<file path="src/rtl/mux_display_n.sv">
// Multiplexed N-digit 7-segment driver with double-buffered updates, per-digit
// blank/blink masks, a blinkable colon and leading-zero suppression.
module mux_display_n #(
  parameter int unsigned NUM_DIGITS = 4,
  parameter int unsigned DWELL      = 1,
  parameter int unsigned BLINK_HALF = 125
) (
  input  logic                    clk_500Hz,
  input  logic                    reset,
  input  logic [4*NUM_DIGITS-1:0] digits,
  input  logic                    update,
  input  logic [NUM_DIGITS-1:0]   blank_mask,
  input  logic [NUM_DIGITS-1:0]   blink_mask,
  input  logic                    lz_en,
  input  logic                    colon_en,
  input  logic                    colon_blink,
  output logic [6:0]              seg,
  output logic [NUM_DIGITS-1:0]   anode,
  output logic                    colon,
  output logic                    frame_done
);

  localparam int unsigned SW = $clog2(NUM_DIGITS);
  localparam int unsigned DW = (DWELL > 1) ? $clog2(DWELL) : 1;
  localparam int unsigned BW = (BLINK_HALF > 1) ? $clog2(BLINK_HALF) : 1;

  typedef logic [NUM_DIGITS-1:0][3:0] dig_t;

  dig_t                  stg_dig_q, stg_dig_d, shd_dig_q, shd_dig_d;
  logic [NUM_DIGITS-1:0] stg_blank_q, stg_blank_d, stg_blink_q, stg_blink_d;
  logic [NUM_DIGITS-1:0] shd_blank_q, shd_blank_d, shd_blink_q, shd_blink_d;
  logic                  pending_q, pending_d;
  logic [SW-1:0]         sel_q, sel_d;
  logic [DW-1:0]         dwell_q, dwell_d;
  logic [BW-1:0]         blink_q, blink_d;
  logic                  phase_q, phase_d;
  logic [6:0]            seg_q, seg_d;
  logic [NUM_DIGITS-1:0] anode_q, anode_d;
  logic                  colon_q, colon_d;
  logic                  frame_done_q, frame_done_d;

  logic                  dwell_wrap, sel_last, boundary, blink_wrap, hide, run;
  logic [NUM_DIGITS-1:0] lz_vec;
  logic [3:0]            cur;

  function automatic logic [6:0] seg_decode(input logic [3:0] code);
    case (code)
      4'd0:    seg_decode = 7'b0000001;
      4'd1:    seg_decode = 7'b1001111;
      4'd2:    seg_decode = 7'b0010010;
      4'd3:    seg_decode = 7'b0000110;
      4'd4:    seg_decode = 7'b1001100;
      4'd5:    seg_decode = 7'b0100100;
      4'd6:    seg_decode = 7'b0100000;
      4'd7:    seg_decode = 7'b0001111;
      4'd8:    seg_decode = 7'b0000000;
      4'd9:    seg_decode = 7'b0000100;
      4'd10:   seg_decode = 7'b1111110;
      default: seg_decode = 7'b1111111;
    endcase
  endfunction

  always_comb begin
    dwell_wrap = (dwell_q == DW'(DWELL - 1));
    dwell_d    = dwell_wrap ? '0 : dwell_q + 1'b1;
    sel_last   = (sel_q == SW'(NUM_DIGITS - 1));
    sel_d      = sel_q;
    if (dwell_wrap) sel_d = sel_last ? '0 : sel_q + 1'b1;
    boundary   = dwell_wrap & sel_last;

    blink_wrap = (blink_q == BW'(BLINK_HALF - 1));
    blink_d    = blink_wrap ? '0 : blink_q + 1'b1;
    phase_d    = blink_wrap ? ~phase_q : phase_q;

    stg_dig_d   = stg_dig_q;
    stg_blank_d = stg_blank_q;
    stg_blink_d = stg_blink_q;
    pending_d   = pending_q;
    if (update) begin
      stg_dig_d   = digits;
      stg_blank_d = blank_mask;
      stg_blink_d = blink_mask;
      pending_d   = 1'b1;
    end

    // A strobe landing on the boundary bypasses staging so it is not a frame late.
    shd_dig_d   = shd_dig_q;
    shd_blank_d = shd_blank_q;
    shd_blink_d = shd_blink_q;
    if (boundary) begin
      if (update) begin
        shd_dig_d   = digits;
        shd_blank_d = blank_mask;
        shd_blink_d = blink_mask;
      end else if (pending_q) begin
        shd_dig_d   = stg_dig_q;
        shd_blank_d = stg_blank_q;
        shd_blink_d = stg_blink_q;
      end
      pending_d = 1'b0;
    end

    // lz_vec[i] is set when nibbles i..top are all zero.
    run = 1'b1;
    for (int i = NUM_DIGITS - 1; i >= 0; i--) begin
      run       = run & (shd_dig_q[i] == 4'd0);
      lz_vec[i] = run;
    end

    cur  = shd_dig_q[sel_q];
    hide = shd_blank_q[sel_q] | (shd_blink_q[sel_q] & phase_q) |
           (lz_en & (sel_q != '0) & lz_vec[sel_q]);
    seg_d        = hide ? 7'b1111111 : seg_decode(cur);
    anode_d      = ~({{(NUM_DIGITS - 1){1'b0}}, 1'b1} << sel_q);
    colon_d      = colon_en & ~(colon_blink & phase_q);
    frame_done_d = boundary;
  end

  always_ff @(posedge clk_500Hz) begin
    if (!reset) begin
      stg_dig_q    <= '1;
      shd_dig_q    <= '1;
      stg_blank_q  <= '0;
      stg_blink_q  <= '0;
      shd_blank_q  <= '0;
      shd_blink_q  <= '0;
      pending_q    <= 1'b0;
      sel_q        <= '0;
      dwell_q      <= '0;
      blink_q      <= '0;
      phase_q      <= 1'b0;
      seg_q        <= 7'b1111111;
      anode_q      <= '1;
      colon_q      <= 1'b0;
      frame_done_q <= 1'b0;
    end else begin
      stg_dig_q    <= stg_dig_d;
      shd_dig_q    <= shd_dig_d;
      stg_blank_q  <= stg_blank_d;
      stg_blink_q  <= stg_blink_d;
      shd_blank_q  <= shd_blank_d;
      shd_blink_q  <= shd_blink_d;
      pending_q    <= pending_d;
      sel_q        <= sel_d;
      dwell_q      <= dwell_d;
      blink_q      <= blink_d;
      phase_q      <= phase_d;
      seg_q        <= seg_d;
      anode_q      <= anode_d;
      colon_q      <= colon_d;
      frame_done_q <= frame_done_d;
    end
  end

  assign seg        = seg_q;
  assign anode      = anode_q;
  assign colon      = colon_q;
  assign frame_done = frame_done_q;

endmodule

</file>
<file path="config.mk">
export PLATFORM = sky130hd
export DESIGN_NAME = mux_display_n
export DESIGN_NICKNAME = d
export VERILOG_FILES = /design/src/rtl/mux_display_n.sv
export SDC_FILE = /design/constraint.sdc
export NUM_CORES = 1
export LEC_CHECK = 0
export ABC_AREA = 0
export CORE_MARGIN = 2
export CORE_UTILIZATION = 57
export CTS_CLUSTER_SIZE = 8
export DETAILED_ROUTE_END_ITERATION = 8
export PLACE_DENSITY = 0.79
export SLEW_MARGIN = 20
export SYNTH_ARGS = -nofsm -noshare
export SYNTH_HDL_FRONTEND = slang
export SYNTH_SLANG_ARGS = --single-unit
export TNS_END_PERCENT = 1
</file>
<file path="constraint.sdc">
create_clock -name clk_500Hz -period 4.45 [get_ports clk_500Hz]
set_clock_uncertainty 0.1 [all_clocks]
set_input_delay 1.1125 -clock clk_500Hz [delete_from_list [all_inputs] [get_ports clk_500Hz]]
set_output_delay 1.1125 -clock clk_500Hz [all_outputs]
set_load 0.01 [all_outputs]
</file>
==> metrics, run 1 <==
outcome complete, no violations; asr flop ratio synth 0%; vias in the first global route roughly 2.0k; die width 75.96 um; Synth warnings 0; worst slew pin tran ~0.92 ns; fin. max-slew vios 0; post-layout util 70.87%; CTS tree yes; worst skew pair latency ~0.34 ns; CTS Buffer Depth 2; Finished Layout Cells about 400; RSZ-0062 raised after global routing false; CP Max Fanout 41; Num CTS Buffers 9; setup bufs post-CTS 0; peak supply drop approximately 0.24 mV; number of fill cells 378; sequential power share 54.8%; CP startpoint reset; r2r setup slk roughly 2.1 ns; Max transition margin a little under 40%; sequential area share after synthesis 49.51%; Post-Syn Instances around 290; Gate power share 8.2%; post-CTS sizing 0; ys flop type dfxtp_1; CP startpoint kind input port; post-synthesis net count 331; Internal 0.9771 mW; total number of vias 2122; maxcap violations 0; CP Data Required Time 4.56 ns; H-tree levels 3; crit share post-route about 66%; crit path time final ~2.9 ns; Critical R2R Capture seg[2]; port bufs 42; die height 75.96 um; row count 26; Die ar. 5770 sq um; Total Wirelength between 5000 and 6000 um; worst r2r src sel_q[0]; IO Pins 43; clock power share between 30 and 40%; Antenna Nets Post-Route 0; switch share 22.65%; R2R depth 6; post-DP HPWL about 3700 um; maximum clock frequency ~340 MHz; TNS Setup 0 ns; Total GRT Usage 19.71%; Worst-path clk slew 0.07 ns; area delta synth->final 21.07%; worst hold start stg_dig_q[8]; Post-synth EDFFs 0; clock sinks 73; Power Density 353.5 nW/um^2; Fin. Hold Viols 0; flops & latches, synth 73; Hold Path Class register to register; DR vias/cell 5.279; Starting DRT DRC Count 117; fin nets 370; largest net degree at the start of global routing 42; P_sw 0.2861 mW; n_diodes 0; GP Congestion around 0.76; Final Power between 1 and 1.5 mW; DR WL/cell approximately 13 um; Data arrival, critical path 3.06 ns; leakage about 1.5 nW; Post-CTS Hold Buffers 0; DRC 0; layout cells sized above 1 7.530%; clock root buffer clkbuf_8; Mean Syn Cell Area 10.21 sq um; Worst Setup EP seg[1]; Distinct cells, synth 38; first-pass GRT wire length slightly above 9000 um; area taken by multi-input logic gates 1374 sq um; Seq. cell area 1461 sq um; Placed Cells 387; synthesized area 2952 sq um; initial core utilization 58.54%; kind of critical path input port to register; total grt overflow 0; drt first pass iters 4; core region area 5042 sq um; Setup violations, final 0; Worst setup EP type register; initial antenna violation count 0
==> power groups by stage <==
stage          Clock [mW]  Sequential [mW]  Combinational [mW]
4_1_cts             0.479            0.691               0.104
5_1_grt             0.505            0.694               0.114
3_5_place_dp            0            0.706               0.104
3_3_place_gp            0            0.705               0.101
6_report            0.468            0.692               0.103
2_1_floorplan           0            0.700              0.0659
==> Yosys cell counts (2+ instances only) <==
library cell,number,area [sq um]
buf_1,2,7.510
xnor2_1,5,43.79
mux4_2,5,112.6
clkbuf_1,8,30.03
dfxtp_1,73,1461
nand3_1,8,40.04
o21ai_0,2,10.01
ha_1,12,150.1
nor4_1,4,25.02
a21oi_1,4,20.02
mux4_1,2,52.55
o211ai_1,18,135.1
buf_2,4,20.02
nand2_1,42,157.7
a211oi_1,9,67.56
xor2_1,5,43.79
and3_1,3,18.77
inv_1,9,33.78
nor2_1,31,116.4
mux2i_1,25,250.2
==> layer usage <==
metal	track usage, %	part of all wire [%]	vias to the layer above
li1	-	-	1078
met1	25.54	49	983
met2	31.70	45	55
met3	4.167	4.5	6
met4	9.273	1.3	0
met5	0	0	-
==> critical path, stage by stage <==
cell	delay, ns
clkdlybuf4s50_1	0.46
buf_4	0.36
inv_1	0.42
a211oi_4	0.40
and2b_1	0.21
o211ai_1	0.08
==> flip-flops by register name, summed over array words and instances, names as in the netlist, 7 cells and up <==
| name | count |
|---|---|
| stg_dig_q | 16 |
| shd_dig_q | 16 |
| blink_q | 7 |
| seg | 7 |
==> cells in the final DEF, fill, tap and decap left out, drive strengths merged, types with 2 or more instances in the layout <==
| master | count |
|---|---|
| o211ai | 18 |
| ha | 12 |
| o21ai | 3 |
| mux4 | 7 |
| a211oi | 10 |
| xor2 | 5 |
| xnor2 | 5 |
| a21oi | 4 |
| dfxtp | 73 |
| buf | 2 |
| and3 | 3 |
| inv | 9 |
| clkdlybuf4s50 | 42 |
| nand3 | 8 |
| nor4 | 4 |
| nor2 | 31 |
| nand2 | 42 |
| mux2i | 25 |
| clkbuf | 13 |
==> how the worst min path moves through the flow <==
stage               slack (ns)             to  cells after the start
detailed placement        0.36  stg_dig_q[13]                      2
global route              0.40  stg_dig_q[11]                      2
CTS                       0.38  stg_dig_q[14]                      2
global placement          0.35  stg_dig_q[14]                      2
floorplan                 0.34   stg_dig_q[0]                      2
finish                    0.38   stg_dig_q[8]                      2
==> cells by family after synthesis <==
kind of cell               count (synthesis)  synth area share (%)
other                                      1                0.1271
AOI/OAI and AO/OA                         39                 9.962
DFF                                       73                 49.51
muxes                                     32                 14.07
adders and majority gates                 12                 5.087
xor gates and xnor gates                  10                 2.967
buffers and inverters                     25                 3.942
and+or+nand+nor                           97                 14.33
==> stage by stage <==
stage	setup WS, ns	cell area [sq um]	hold WS [ns]
final	1.506	3573	0.3762
after detailed placement	1.164	3392	0.3591
after global placement	1.265	3392	0.3532
after floorplan	2.109	2952	0.3379
after global routing	1.372	3573	0.3964
after CTS	1.522	3573	0.3792
==> area by class of cell <==
type	count	share of cell area, %
flip-flops and latches	73	40.90
multi-input cells	191	38.45
repair buffers	44	12.18
clock buffers	13	4.727
well taps	70	2.451
inverters	9	0.9454
clock inverters	2	0.3501
(Power assumes the default switching activity.)
==> inputs of run 2 (changes only) <==
--- a/config.mk
+++ b/config.mk
@@ -7,10 +7,10 @@
 export LEC_CHECK = 0
 export ABC_AREA = 0
 export CORE_MARGIN = 2
-export CORE_UTILIZATION = 57
+export CORE_UTILIZATION = 48
 export CTS_CLUSTER_SIZE = 8
 export DETAILED_ROUTE_END_ITERATION = 8
-export PLACE_DENSITY = 0.79
+export PLACE_DENSITY = 0.71
 export SLEW_MARGIN = 20
 export SYNTH_ARGS = -nofsm -noshare
 export SYNTH_HDL_FRONTEND = slang
==> constraint.sdc (replaced) <==
create_clock -name clk_500Hz -period 2.7 [get_ports clk_500Hz]
set_clock_uncertainty 0.1 [all_clocks]
set_input_delay 0.675 -clock clk_500Hz [delete_from_list [all_inputs] [get_ports clk_500Hz]]
set_output_delay 0.675 -clock clk_500Hz [all_outputs]
set_load 0.01 [all_outputs]
==> metrics, run 2 (synthesis gave the netlist of run 1 again) <==
outcome complete, no violations (unchanged); port bufs 42 (unchanged); CTS Buffer Depth 2 (unchanged); worst hold margin 0.3728 ns (was 0.3762 ns); crit-path cells buf_4, mux4_1, o21a_1, and2b_1, nand3_1 (was clkdlybuf4s50_1, buf_4, inv_1, a211oi_4, and2b_1, o211ai_1); CP Data Required Time 2.82 ns (was 4.56 ns); total number of vias 2088 (was 2122); kind of critical path register to register (was input port to register); GP Congestion 0.8395 (was 0.7580); maxcap violations 0 (unchanged); largest net degree at the start of global routing 41 (was 42); initial antenna violation count 0 (unchanged); crit share post-route 79.23%; Setup violations, final 0 (unchanged); setup bufs post-CTS 0 (unchanged); clock power share 39.7% (was 37.1%); post-CTS sizing 0 (unchanged); total grt overflow 0 (unchanged); Num CTS Buffers 9 (unchanged); crit path time final approximately 2.1 ns; layout cells sized above 1 8.631% (was 7.530%); vias in the first global route 1956 (was 2022); post-layout util 61.48% (was 70.87%); peak supply drop 0.3880 mV (was 0.2382 mV); Internal 1.689 mW (was 0.9771 mW); Worst Hold Depth 2 (unchanged); worst r2r src sel_q[0] (unchanged); clock sinks 73 (unchanged); Crit-path slowest cell mux4_1 (was clkdlybuf4s50_1); Finished Layout Cells 411 (was 402); biggest regs shd_dig_q (16), stg_dig_q (16) (unchanged); most common cell after layout, fill and taps aside dfxtp_1 (unchanged); area delta synth->final 23.31% (was 21.07%); switch share 22.45% (was 22.65%); leakage 1.537 nW (was 1.506 nW); RSZ-0062 raised after global routing false (unchanged); Worst-path clk slew 0.08 ns (was 0.07 ns); DR vias/cell 5.080 (was 5.279); Hold Path Class register to register (unchanged); post-DP HPWL 3826 um (was 3702 um); P_sw 0.4890 mW (was 0.2861 mW); r2r setup slk 0.56 ns (was 2.08 ns); first-pass GRT wire length 8970 um (was 9170 um); R2R depth 5 (was 6); worst skew pair latency 0.34 ns (about the same); sequential power share 52.2% (was 54.8%); row count 28 (was 26); Gate power share 8.1% (was 8.2%); H-tree levels 3 (unchanged); Placed Cells 395 (was 387); CTS tree yes (unchanged); Min-Delay Endpoint stg_dig_q[6] (was stg_dig_q[8]); Power Density 598.3 nW/um^2 (was 353.5 nW/um^2); worst hold start stg_dig_q[6] (was stg_dig_q[8]); initial core utilization 49.85% (was 58.54%); Fin. Hold Viols 0 (unchanged); CP peak stage delay 0.70 ns (was 0.46 ns); core region area 5921 sq um (was 5042 sq um); worst slew pin tran 0.5133 ns (was 0.9199 ns); CP startpoint kind register (was input port); Worst setup EP type register (unchanged); TNS Setup 0 ns (unchanged); drt first pass iters 4 (unchanged); Antenna Nets Post-Route 0 (unchanged); fin. max-slew vios 0 (unchanged); Starting DRT DRC Count 63 (was 117); Total Wirelength 5232 um (was 5358 um); die height 82.42 um (was 75.96 um); clock root buffer clkbuf_8 (unchanged); maximum clock frequency 467.5 MHz; most frequent cells in the layout dfxtp_1, nand2_1, clkdlybuf4s50_1, nor2_1, mux2i_1 (unchanged); DR WL/cell 12.73 um (was 13.33 um); Critical R2R Capture seg[6] (was seg[2]); Total GRT Usage 17.50% (was 19.71%); buffers and inverters on the worst path 1 (was 3); Top delay family on crit path multiplexers (was buffers and inverters); CP Max Fanout 8 (was 41); n_diodes 0 (unchanged); die width 82.42 um (was 75.96 um); Max transition margin 65.78% (was 38.45%); fin nets 373 (was 370); Post-CTS Hold Buffers 0 (unchanged); IO Pins 43 (unchanged); DRC 0 (unchanged); Data arrival, critical path 2.26 ns (was 3.06 ns); Die ar. 6792 sq um (was 5770 sq um)
run 2: cell type report:
type                    count  area [sq um]
repair buffers             47         470.5
well taps                  75         93.84
clock buffers              12         155.1
fillers                   501          2281
inverters                   9         33.78
clock inverters             4         51.30
multi-input cells         191          1374
flip-flops and latches     73          1461
run 2: power by group through the flow:
stage	combinational (mW)	sequential [mW]	clock, mW
final	0.176	1.14	0.865
after global placement	0.175	1.16	0
after CTS	0.180	1.14	0.888
after detailed placement	0.178	1.16	0
after global routing	0.196	1.14	0.945
after floorplan	0.109	1.15	0
run 2: how the worst max path moves through the flow:
| stage | startpoint | endpoint | cells after the start |
|---|---|---|---|
| floorplan | sel_q[0] | seg[2] | 7 |
| global placement | update | shd_dig_q[15] | 5 |
| detailed placement | update | shd_dig_q[11] | 5 |
| CTS | sel_q[0] | seg[6] | 5 |
| global route | sel_q[0] | seg[1] | 7 |
| finish | sel_q[0] | seg[6] | 5 |
run 2: layer usage:
metal	GRT usage (%)	part of all wire (%)	vias to the layer above
met5	0	0	-
met4	6.500	1.3	0
met3	5.652	5.0	6
met2	25.97	44	39
met1	23.76	50	959
li1	-	-	1084
run 2: worst reg2reg max path: cells and delay by family (launching register included):
kind,cells,cell delay [ns]
buf+inv,1,0.22
compound gates,1,0.17
flops,1,0.51
simple gates,2,0.31
mux,1,0.70
run 2: metrics by stage:
stage,cell area [sq um],setup slack [ns],power (mW)
2_1_floorplan,2952,0.7466,1.263
3_3_place_gp,3433,0.3994,1.336
3_5_place_dp,3433,0.3650,1.340
4_1_cts,3640,0.5484,2.204
5_1_grt,3640,0.4210,2.281
6_report,3640,0.5608,2.178
==> inputs of run 3 (changes only) <==
--- a/config.mk
+++ b/config.mk
@@ -7,10 +7,10 @@
 export LEC_CHECK = 0
 export ABC_AREA = 0
 export CORE_MARGIN = 2
-export CORE_UTILIZATION = 48
+export CORE_UTILIZATION = 53
 export CTS_CLUSTER_SIZE = 8
 export DETAILED_ROUTE_END_ITERATION = 8
-export PLACE_DENSITY = 0.71
+export PLACE_DENSITY = 0.74
 export SLEW_MARGIN = 20
 export SYNTH_ARGS = -nofsm -noshare
 export SYNTH_HDL_FRONTEND = slang
==> constraint.sdc (replaced) <==
create_clock -name clk_500Hz -period 2 [get_ports clk_500Hz]
set_clock_uncertainty 0.1 [all_clocks]
set_input_delay 0.5 -clock clk_500Hz [delete_from_list [all_inputs] [get_ports clk_500Hz]]
set_output_delay 0.5 -clock clk_500Hz [all_outputs]
set_load 0.01 [all_outputs]
==> metrics, run 3 (synthesis gave the netlist of run 1 again) <==
outcome complete, no violations (unchanged); DRC 0 (unchanged); CP startpoint kind register (unchanged); DR vias/cell 5.057 (was 5.080); most common cell after layout, fill and taps aside dfxtp_1 (unchanged); Placed Cells 404 (was 395); worst skew pair latency 0.35 ns (was 0.34 ns); worst hold margin 0.3811 ns (was 0.3728 ns); Antenna Nets Post-Route 0 (unchanged); Data arrival, critical path 2.00 ns (was 2.26 ns); Final Power 3.094 mW (was 2.178 mW); R2R depth 6 (was 5); buffers and inverters on the worst path 2 (was 1); layout cells sized above 1 13.22% (was 8.631%); Num CTS Buffers 9 (unchanged); port bufs 42 (unchanged); GP Congestion 0.8618 (was 0.8395); peak supply drop 0.6980 mV (was 0.3880 mV); area delta synth->final 27.77% (was 23.31%); kind of critical path register to register (unchanged); Power Density 820.4 nW/um^2 (was 598.3 nW/um^2); worst r2r src sel_q[0] (unchanged); crit-path cells buf_4, mux4_2, inv_2, ha_1, nand2_1, nand4b_1 (was buf_4, mux4_1, o21a_1, and2b_1, nand3_1); Starting DRT DRC Count 109 (was 63); CTS tree yes (unchanged); CP Max Fanout 6 (was 8); Total GRT Usage 19.65% (was 17.50%); crit share post-route 93.53% (was 79.23%); fin. max-slew vios 0 (unchanged); fin nets 385 (was 373); pre-CTS setup slack 0.02356 ns (was 0.3650 ns); crit path time final 1.871 ns (was 2.139 ns); RSZ-0062 raised after global routing false (unchanged); CP Data Required Time 2.13 ns (was 2.82 ns); Total Wirelength 5430 um (was 5232 um); vias in the first global route 2028 (was 1956); first-pass GRT wire length 9301 um (was 8970 um); TNS Setup 0 ns (unchanged); H-tree levels 3 (unchanged); Hold Path Class register to register (unchanged); largest net degree at the start of global routing 41 (unchanged); Die ar. 6182 sq um (was 6792 sq um); Crit-path slowest cell mux4_2 (was mux4_1); drt first pass iters 4 (unchanged); die width 78.63 um (was 82.42 um); total number of vias 2124 (was 2088); biggest regs shd_dig_q (16), stg_dig_q (16) (unchanged); Critical R2R Capture seg[5] (was seg[6]); total grt overflow 0 (unchanged); Min-Delay Endpoint stg_dig_q[5] (was stg_dig_q[6]); r2r setup slk 0.13 ns (was 0.56 ns); Finished Layout Cells 420 (was 411); Setup violations, final 0 (unchanged); CP peak stage delay 0.58 ns (was 0.70 ns); initial antenna violation count 0 (unchanged); Worst Hold Depth 2 (unchanged); most frequent cells in the layout dfxtp_1, nand2_1, clkdlybuf4s50_1, nor2_1, mux2i_1 (unchanged); Top delay family on crit path multiplexers (unchanged); maximum clock frequency 534.6 MHz (was 467.5 MHz); IO Pins 43 (unchanged); CP startpoint sel_q[0] (unchanged); initial core utilization 54.27% (was 49.85%); Worst-path clk slew 0.07 ns (was 0.08 ns); clock sinks 73 (unchanged); core region area 5439 sq um (was 5921 sq um); Final WS setup 0.1293 ns (was 0.5608 ns); worst hold start stg_dig_q[5] (was stg_dig_q[6]); die height 78.63 um (was 82.42 um); maxcap violations 0 (unchanged); leakage 1.613 nW (was 1.537 nW); clock root buffer clkbuf_8 (unchanged); CTS Buffer Depth 2 (unchanged); n_diodes 0 (unchanged); post-DP HPWL 3926 um (was 3826 um); Fin. Hold Viols 0 (unchanged); Worst setup EP type register (unchanged); row count 27 (was 28); DR WL/cell 12.93 um (was 12.73 um)
run 3: cell count changes in the layout (fill, tap and decap cells not counted), sizes merged:
cell    previous run  this run
bufinv             1         2
buf                5        17
clkbuf            12        10
inv                9        10
run 3: timing repair:
item / in CTS / in global routing
hold buffers: 0 / 0
setup endpoints to repair: 0 / 5
setup buffers: 0 / 0
gates resized for setup: 0 / 4
run 3: per-layer routing:
| layer | part of all wire (%) | GRT usage (%) | vias to the layer above |
|---|---|---|---|
| li1 | - | - | 1104 |
| met1 | 49 | 26.18 | 961 |
| met2 | 44 | 28.72 | 48 |
| met3 | 4.5 | 4.483 | 11 |
| met4 | 2.5 | 12.46 | 0 |
| met5 | 0 | 0 | - |
run 3: worst max-delay path by stage:
stage                              end  slack (ns)  depth (start not counted)
after floorplan                 seg[2]        0.05                          7
after global placement    shd_dig_q[9]        0.07                          5
after detailed placement  shd_dig_q[5]        0.02                          6
after CTS                       seg[2]        0.03                          6
after global routing            seg[5]        0.01                          6
final                           seg[5]        0.13                          6
run 3: layout make-up:
| class | instances | area (sq um) |
|---|---|---|
| Timing Repair Buffer | 59 | 585.6 |
| Multi-Input combinational cell | 191 | 1370 |
| Fill cell | 422 | 1668 |
| Sequential cell | 73 | 1464 |
| Clock inverter | 6 | 90.09 |
| Inverter | 9 | 33.78 |
| Clock buffer | 10 | 137.6 |
| Tap cell | 72 | 90.09 |
run 3: tightest hold or removal path: stages (launching register included):
cell and delay [ns]:
dfxtp_1 0.32, mux2i_1 0.07, nand2_1 0.06
run 3: metrics by stage:
stage,instance area [sq um],util [%]
2_1_floorplan,2952,-
3_3_place_gp,3545,65.17
3_5_place_dp,3545,65.17
4_1_cts,3772,69.36
5_1_grt,3771,69.34
6_report,3771,69.34
run 3: where the power goes:
part           internal, mW  switching (mW)  total [mW]
Sequential             1.50          0.0280        1.53
Clock                 0.740           0.557        1.30
Combinational         0.148           0.117       0.265
